`src/rtl/memory_responder.sv`:
```
// memory_responder: memory-side responder for the CPU rd_mem/wr_mem strobes.
// After every reset it zero-fills the internal word array (INIT). It then
// services one access at a time against that array. Each access takes
// WAIT_CYCLES wait states and ends with a one-cycle mem_ready pulse.
// Ports:
//   clk        - single clock, rising edge
//   reset      - synchronous active-low reset
//   rd_mem     - read request strobe
//   wr_mem     - write request strobe
//   adr        - word address
//   data_in    - write data
//   data_out   - registered read data, held between reads
//   mem_ready  - one-cycle completion pulse (high while in DONE)
//   busy       - access in flight or INIT running
//   init_done  - zero-fill finished
//   err        - one-cycle pulse for a rejected request
module memory_responder #(
   parameter int unsigned ADDR_W      = 5,
   parameter int unsigned DATA_W      = 8,
   parameter int unsigned DEPTH       = 32,
   parameter int unsigned WAIT_CYCLES = 1
) (
   input  logic              clk,
   input  logic              reset,
   input  logic              rd_mem,
   input  logic              wr_mem,
   input  logic [ADDR_W-1:0] adr,
   input  logic [DATA_W-1:0] data_in,
   output logic [DATA_W-1:0] data_out,
   output logic              mem_ready,
   output logic              busy,
   output logic              init_done,
   output logic              err
);

   localparam int unsigned CNT_W = 4;
   localparam int unsigned CMP_W = ADDR_W + 1;
   localparam logic [ADDR_W-1:0] LAST_ADR  = ADDR_W'(DEPTH - 1);
   localparam logic [CNT_W-1:0]  WAIT_LOAD = CNT_W'(WAIT_CYCLES);
   localparam logic              NO_WAIT   = (WAIT_CYCLES == 0);

   typedef enum logic [1:0] {
      S_INIT = 2'd0,
      S_IDLE = 2'd1,
      S_WAIT = 2'd2,
      S_DONE = 2'd3
   } state_t;

   state_t              state, state_nxt;
   logic [CNT_W-1:0]    cnt, cnt_nxt;
   logic [ADDR_W-1:0]   init_ptr, init_ptr_nxt;

   logic [ADDR_W-1:0]   lat_adr;
   logic [DATA_W-1:0]   lat_data;
   logic                lat_wr;

   logic [DATA_W-1:0]   mem [DEPTH];

   // request classification, only meaningful in IDLE/DONE
   logic req_sel, in_range, req_ok, req_bad, init_last;

   // output-comb results
   logic                complete;
   logic                cmp_wr;
   logic [ADDR_W-1:0]   cmp_adr;
   logic [DATA_W-1:0]   cmp_data;
   logic                mem_we;
   logic [ADDR_W-1:0]   mem_wadr;
   logic [DATA_W-1:0]   mem_wdata;
   logic                rd_en;
   logic                busy_nxt, err_nxt, init_done_nxt;

   assign req_sel   = (state == S_IDLE) || (state == S_DONE);
   assign in_range  = (CMP_W'(adr) < CMP_W'(DEPTH));
   assign req_ok    = req_sel && (rd_mem ^ wr_mem) && in_range;
   assign req_bad   = req_sel && ((rd_mem && wr_mem) || ((rd_mem || wr_mem) && !in_range));
   assign init_last = (init_ptr == LAST_ADR);

   // State register, including the init pointer and wait counter
   always_ff @(posedge clk) begin
      if (!reset) begin
         state    <= S_INIT;
         cnt      <= '0;
         init_ptr <= '0;
      end else begin
         state    <= state_nxt;
         cnt      <= cnt_nxt;
         init_ptr <= init_ptr_nxt;
      end
   end

   // Next-state logic
   always_comb begin
      state_nxt    = state;
      cnt_nxt      = cnt;
      init_ptr_nxt = init_ptr;
      case (state)
         S_INIT: begin
            init_ptr_nxt = init_ptr + ADDR_W'(1);
            if (init_last) state_nxt = S_IDLE;
         end
         S_IDLE, S_DONE: begin
            if (req_ok) begin
               state_nxt = NO_WAIT ? S_DONE : S_WAIT;
               cnt_nxt   = WAIT_LOAD;
            end else begin
               state_nxt = S_IDLE;
            end
         end
         S_WAIT: begin
            cnt_nxt = cnt - CNT_W'(1);
            if (cnt == CNT_W'(1)) state_nxt = S_DONE;
         end
         default: state_nxt = S_INIT;
      endcase
   end

   // Output logic: every entry into DONE is a completion. With zero wait
   // states the completing access is the one on the inputs right now.
   always_comb begin
      complete      = (state_nxt == S_DONE);
      cmp_wr        = wr_mem;
      cmp_adr       = adr;
      cmp_data      = data_in;
      mem_we        = 1'b0;
      mem_wadr      = cmp_adr;
      mem_wdata     = cmp_data;
      rd_en         = 1'b0;
      busy_nxt      = 1'b1;
      err_nxt       = 1'b0;
      init_done_nxt = init_done;

      if (state == S_WAIT) begin
         cmp_wr   = lat_wr;
         cmp_adr  = lat_adr;
         cmp_data = lat_data;
      end

      case (state)
         S_INIT: begin
            mem_we        = 1'b1;
            mem_wadr      = init_ptr;
            mem_wdata     = '0;
            busy_nxt      = !init_last;
            init_done_nxt = init_last;
         end
         S_IDLE, S_DONE: begin
            busy_nxt = req_ok;
            err_nxt  = req_bad;
         end
         default: busy_nxt = 1'b1;
      endcase

      if (state != S_INIT) begin
         mem_we    = complete && cmp_wr;
         mem_wadr  = cmp_adr;
         mem_wdata = cmp_data;
         rd_en     = complete && !cmp_wr;
      end
   end

   // Registered outputs and request latches
   always_ff @(posedge clk) begin
      if (!reset) begin
         data_out  <= '0;
         mem_ready <= 1'b0;
         busy      <= 1'b1;
         init_done <= 1'b0;
         err       <= 1'b0;
         lat_adr   <= '0;
         lat_data  <= '0;
         lat_wr    <= 1'b0;
      end else begin
         mem_ready <= complete;
         busy      <= busy_nxt;
         init_done <= init_done_nxt;
         err       <= err_nxt;
         if (rd_en) data_out <= mem[cmp_adr];
         if (req_ok) begin
            lat_adr  <= adr;
            lat_data <= data_in;
            lat_wr   <= wr_mem;
         end
      end
   end

   // Word array; writes are suppressed while reset is asserted
   always_ff @(posedge clk) begin
      if (reset && mem_we) mem[mem_wadr] <= mem_wdata;
   end

endmodule

```
`config.mk`:
```
export PLATFORM = sky130hd
export DESIGN_NAME = memory_responder
export DESIGN_NICKNAME = d
export VERILOG_FILES = /design/src/rtl/memory_responder.sv
export SDC_FILE = /design/constraint.sdc
export NUM_CORES = 1
export LEC_CHECK = 0
export CAP_MARGIN = 10
export CORE_ASPECT_RATIO = 0.9
export CORE_UTILIZATION = 42
export CTS_CLUSTER_DIAMETER = 30
export CTS_CLUSTER_SIZE = 30
export DETAILED_ROUTE_END_ITERATION = 16
export SKIP_CTS_REPAIR_TIMING = 1
export SLEW_MARGIN = 20
export SYNTH_ARGS = -nofsm -noshare
export SYNTH_HDL_FRONTEND = slang
export SYNTH_SLANG_ARGS = --single-unit
```
`constraint.sdc`:
```
create_clock -name clk -period 2.8 [get_ports clk]
set_input_delay 0.56 -clock clk [delete_from_list [all_inputs] [get_ports clk]]
set_output_delay 0.56 -clock clk [all_outputs]
set_load 0.005 [all_outputs]
```
==> results_dict.tcl <==
set metrics [dict create \
    status "complete, no violations" \
    setup-violations-final 0 \
    critPathCaptureType "flop" \
    synthCells 919 \
    p_per_area_mw_per_mm2 805 \
    synth_ff_type "edfxtp_1" \
    grt_setup_unrepaired "false" \
    first_global_vias 8090 \
    wl_per_cell_um 21.3 \
    die_area_mm2 0.0297 \
    crit_cells 9 \
    start_util_pct 43.1 \
    cp_common_cell "a211oi_1" \
    max_freq_mhz 387 \
    maxSlewHeadroom_pct 55.9 \
    die_x_um 181 \
    place_congestion 0.855 \
    hold_start "init_done" \
    p_total_w 0.0126 \
    start_kind "flop" \
    htreeDepth 2 \
    regToRegStartpoint "state[0]" \
    worstPathCellList "nand2b_4, mux2i_4, buf_12, buf_4, mux2i_1, a222oi_1, a211o_1, a211oi_1, a211oi_1" \
    r2r-end "data_out[7]" \
    final_nets 1078 \
    drt-initial-drc-count 697 \
    clk_latency_ns 0.57 \
    finClkSkew_ns 0.0224 \
    rr_worst_depth 9 \
    crit_start "state[0]" \
    die_y_um 163 \
    leakage_nw 5.70 \
    io_buffers 28 \
    synth-edff-count 256 \
    rows 58 \
    hold_path.class "flop to flop" \
    postRouteAntennaNets 0 \
    dp_worst_setup_slack_ns -0.148 \
    critPathRequiredTime_ns 3.23 \
    clock_sink_count 293 \
    area_growth_syn_to_layout_pct 28.6 \
    place_hpwl_um 20200 \
    yosysWarnings 0 \
    syn-num-nets 941 \
    setup_slack_ns 0.217 \
    layout_commonest_cell "edfxtp_1" \
    dr.pass1.iters 6 \
    fin_util_pct 55.4 \
    slew_viol_final 0 \
    cp_slowest_stage_delay_ns 0.35 \
    fin_hold_ws_ns 0.453 \
    core-area_mm2 0.0282 \
    syn-cell-area_mm2 0.0122 \
    numCtsBuffers 60 \
    vias 8120 \
    worstSetupEndpoint "data_out[7]" \
    cts_tree "done" \
    cts_buffer_depth 3 \
    remaining_drc_errors 0 \
    worstMarginPinSlew_ns 0.661 \
    grt-ovfl-total 0 \
    finalCritPeriodShare_pct 92.3 \
    wirelength_um 31300 \
    hold_violations 0 \
    final_cell_mix "256 x edfxtp_1, 186 x nand2_1, 94 x buf_4" \
    irDropWorstVdd_mv 0.685 \
    track_usage_pct 21.8 \
    path_clk_slew_ns 0.05 \
    crit_arrival_ns 3.01 \
    layout-drive-gt1-share_pct 20.8 \
    clockRootBuffer "clkbuf_16" \
    synth.distinct_cells 58 \
    crit_type "flop to flop" \
    n_antenna_cell 0 \
    viasPerCell 5.53 \
    ys_seq_elements 293 \
    io_pins 29 \
    rrSetupSlack_ns 0.22 \
    cp.buffers_inverters 2 \
    ys_async_sr_fraction_pct 0 \
    grt_max_degree 33 \
    finalCriticalPeriod_ns 2.58 \
    syn_area_per_cell_um2 13.2 \
    antenna_found_initial 1 \
    maxCapViolations 0 \
    slowest_stage "a211o_1" \
    ys_seq_area_share_pct 69.3 \
    critPathMaxFanout 21 \
    crit_family "compound AO/OA/AOI/OAI gates" \
    grt_first_pass_wirelength_um 48100 \
]
per-layer routing:
layer	global-route usage, %	share of wire (%)
met3	4.48	7.3
met1	30.4	45
met4	8.71	3.2
met5	0	0
met2	33.4	45
cells in the mapped netlist (all sizes together) (17+ instances only):
cell type	n	area, um2
nor2	46	173
a21oi	56	280
a211oi	17	133
nand2b	17	114
edfxtp	256	7690
buf	32	228
mux2i	71	723
clkbuf	23	86.3
dfxtp	37	741
a31oi	20	131
o211ai	28	210
nand2	186	698
o21ai	21	109
cell type report:
type,count,area [um2]
multi-input cells,566,3440
clock inverters,47,579
inverters,5,18.8
flip-flops and latches,293,8430
fillers,2231,12600
clock buffers,67,1590
repair buffers,130,1150
well taps,360,450
sequential cells by signal, indices dropped and copies added (netlist names):
signal / flops
cnt: 4
busy: 1
init_ptr: 5
err: 1
mem_ready: 1
init_done: 1
mem: 256
lat_data: 8
data_out: 8
state: 2
lat_adr: 5
lat_wr: 1
stage by stage:
stage	instances	TNS, ns	cell area [um2]
2_1_floorplan	919	0	12200
3_3_place_gp	1354	-0.204	13500
3_5_place_dp	1354	-0.404	13500
4_1_cts	1468	0	15700
5_1_grt	1468	0	15700
6_report	1468	0	15700
worst min-delay path: cells and delay by family, from the launching register on:
family / cells / cell delay, ns
compound gates: 1 / 0.05
flops: 1 / 0.30
simple gates: 1 / 0.05
power breakdown:
part	total (W)	internal (W)	leakage (nW)	switching (W)
Sequential	0.00473	0.00472	2.82	0.00000985
Clock	0.00744	0.00505	1.05	0.00239
Combinational	0.000431	0.000172	1.82	0.000258
logic make-up (layout without fill, tap and decap cells):
logic type | after synthesis | count (layout) | share of synthesized area, %
and+or+nand+nor | 299 | 299 | 10.6
DFF | 293 | 293 | 69.3
AOI/OAI and AO/OA | 184 | 184 | 10.1
muxes | 75 | 75 | 6.50
buffers and inverters | 60 | 249 | 2.74
adders and majority gates | 5 | 5 | 0.514
xor gates and xnor gates | 3 | 3 | 0.216
worst min-delay path by stage:
stage / endpoint / slack [ns] / cells past startpoint
after CTS: lat_data[0] / 0.46 / 2
after global placement: lat_data[6] / 0.44 / 2
after global routing: lat_data[3] / 0.47 / 2
after floorplan: lat_data[0] / 0.44 / 2
final: init_done / 0.45 / 2
after detailed placement: lat_data[0] / 0.45 / 2
Power figures use the tool's default switching activity.
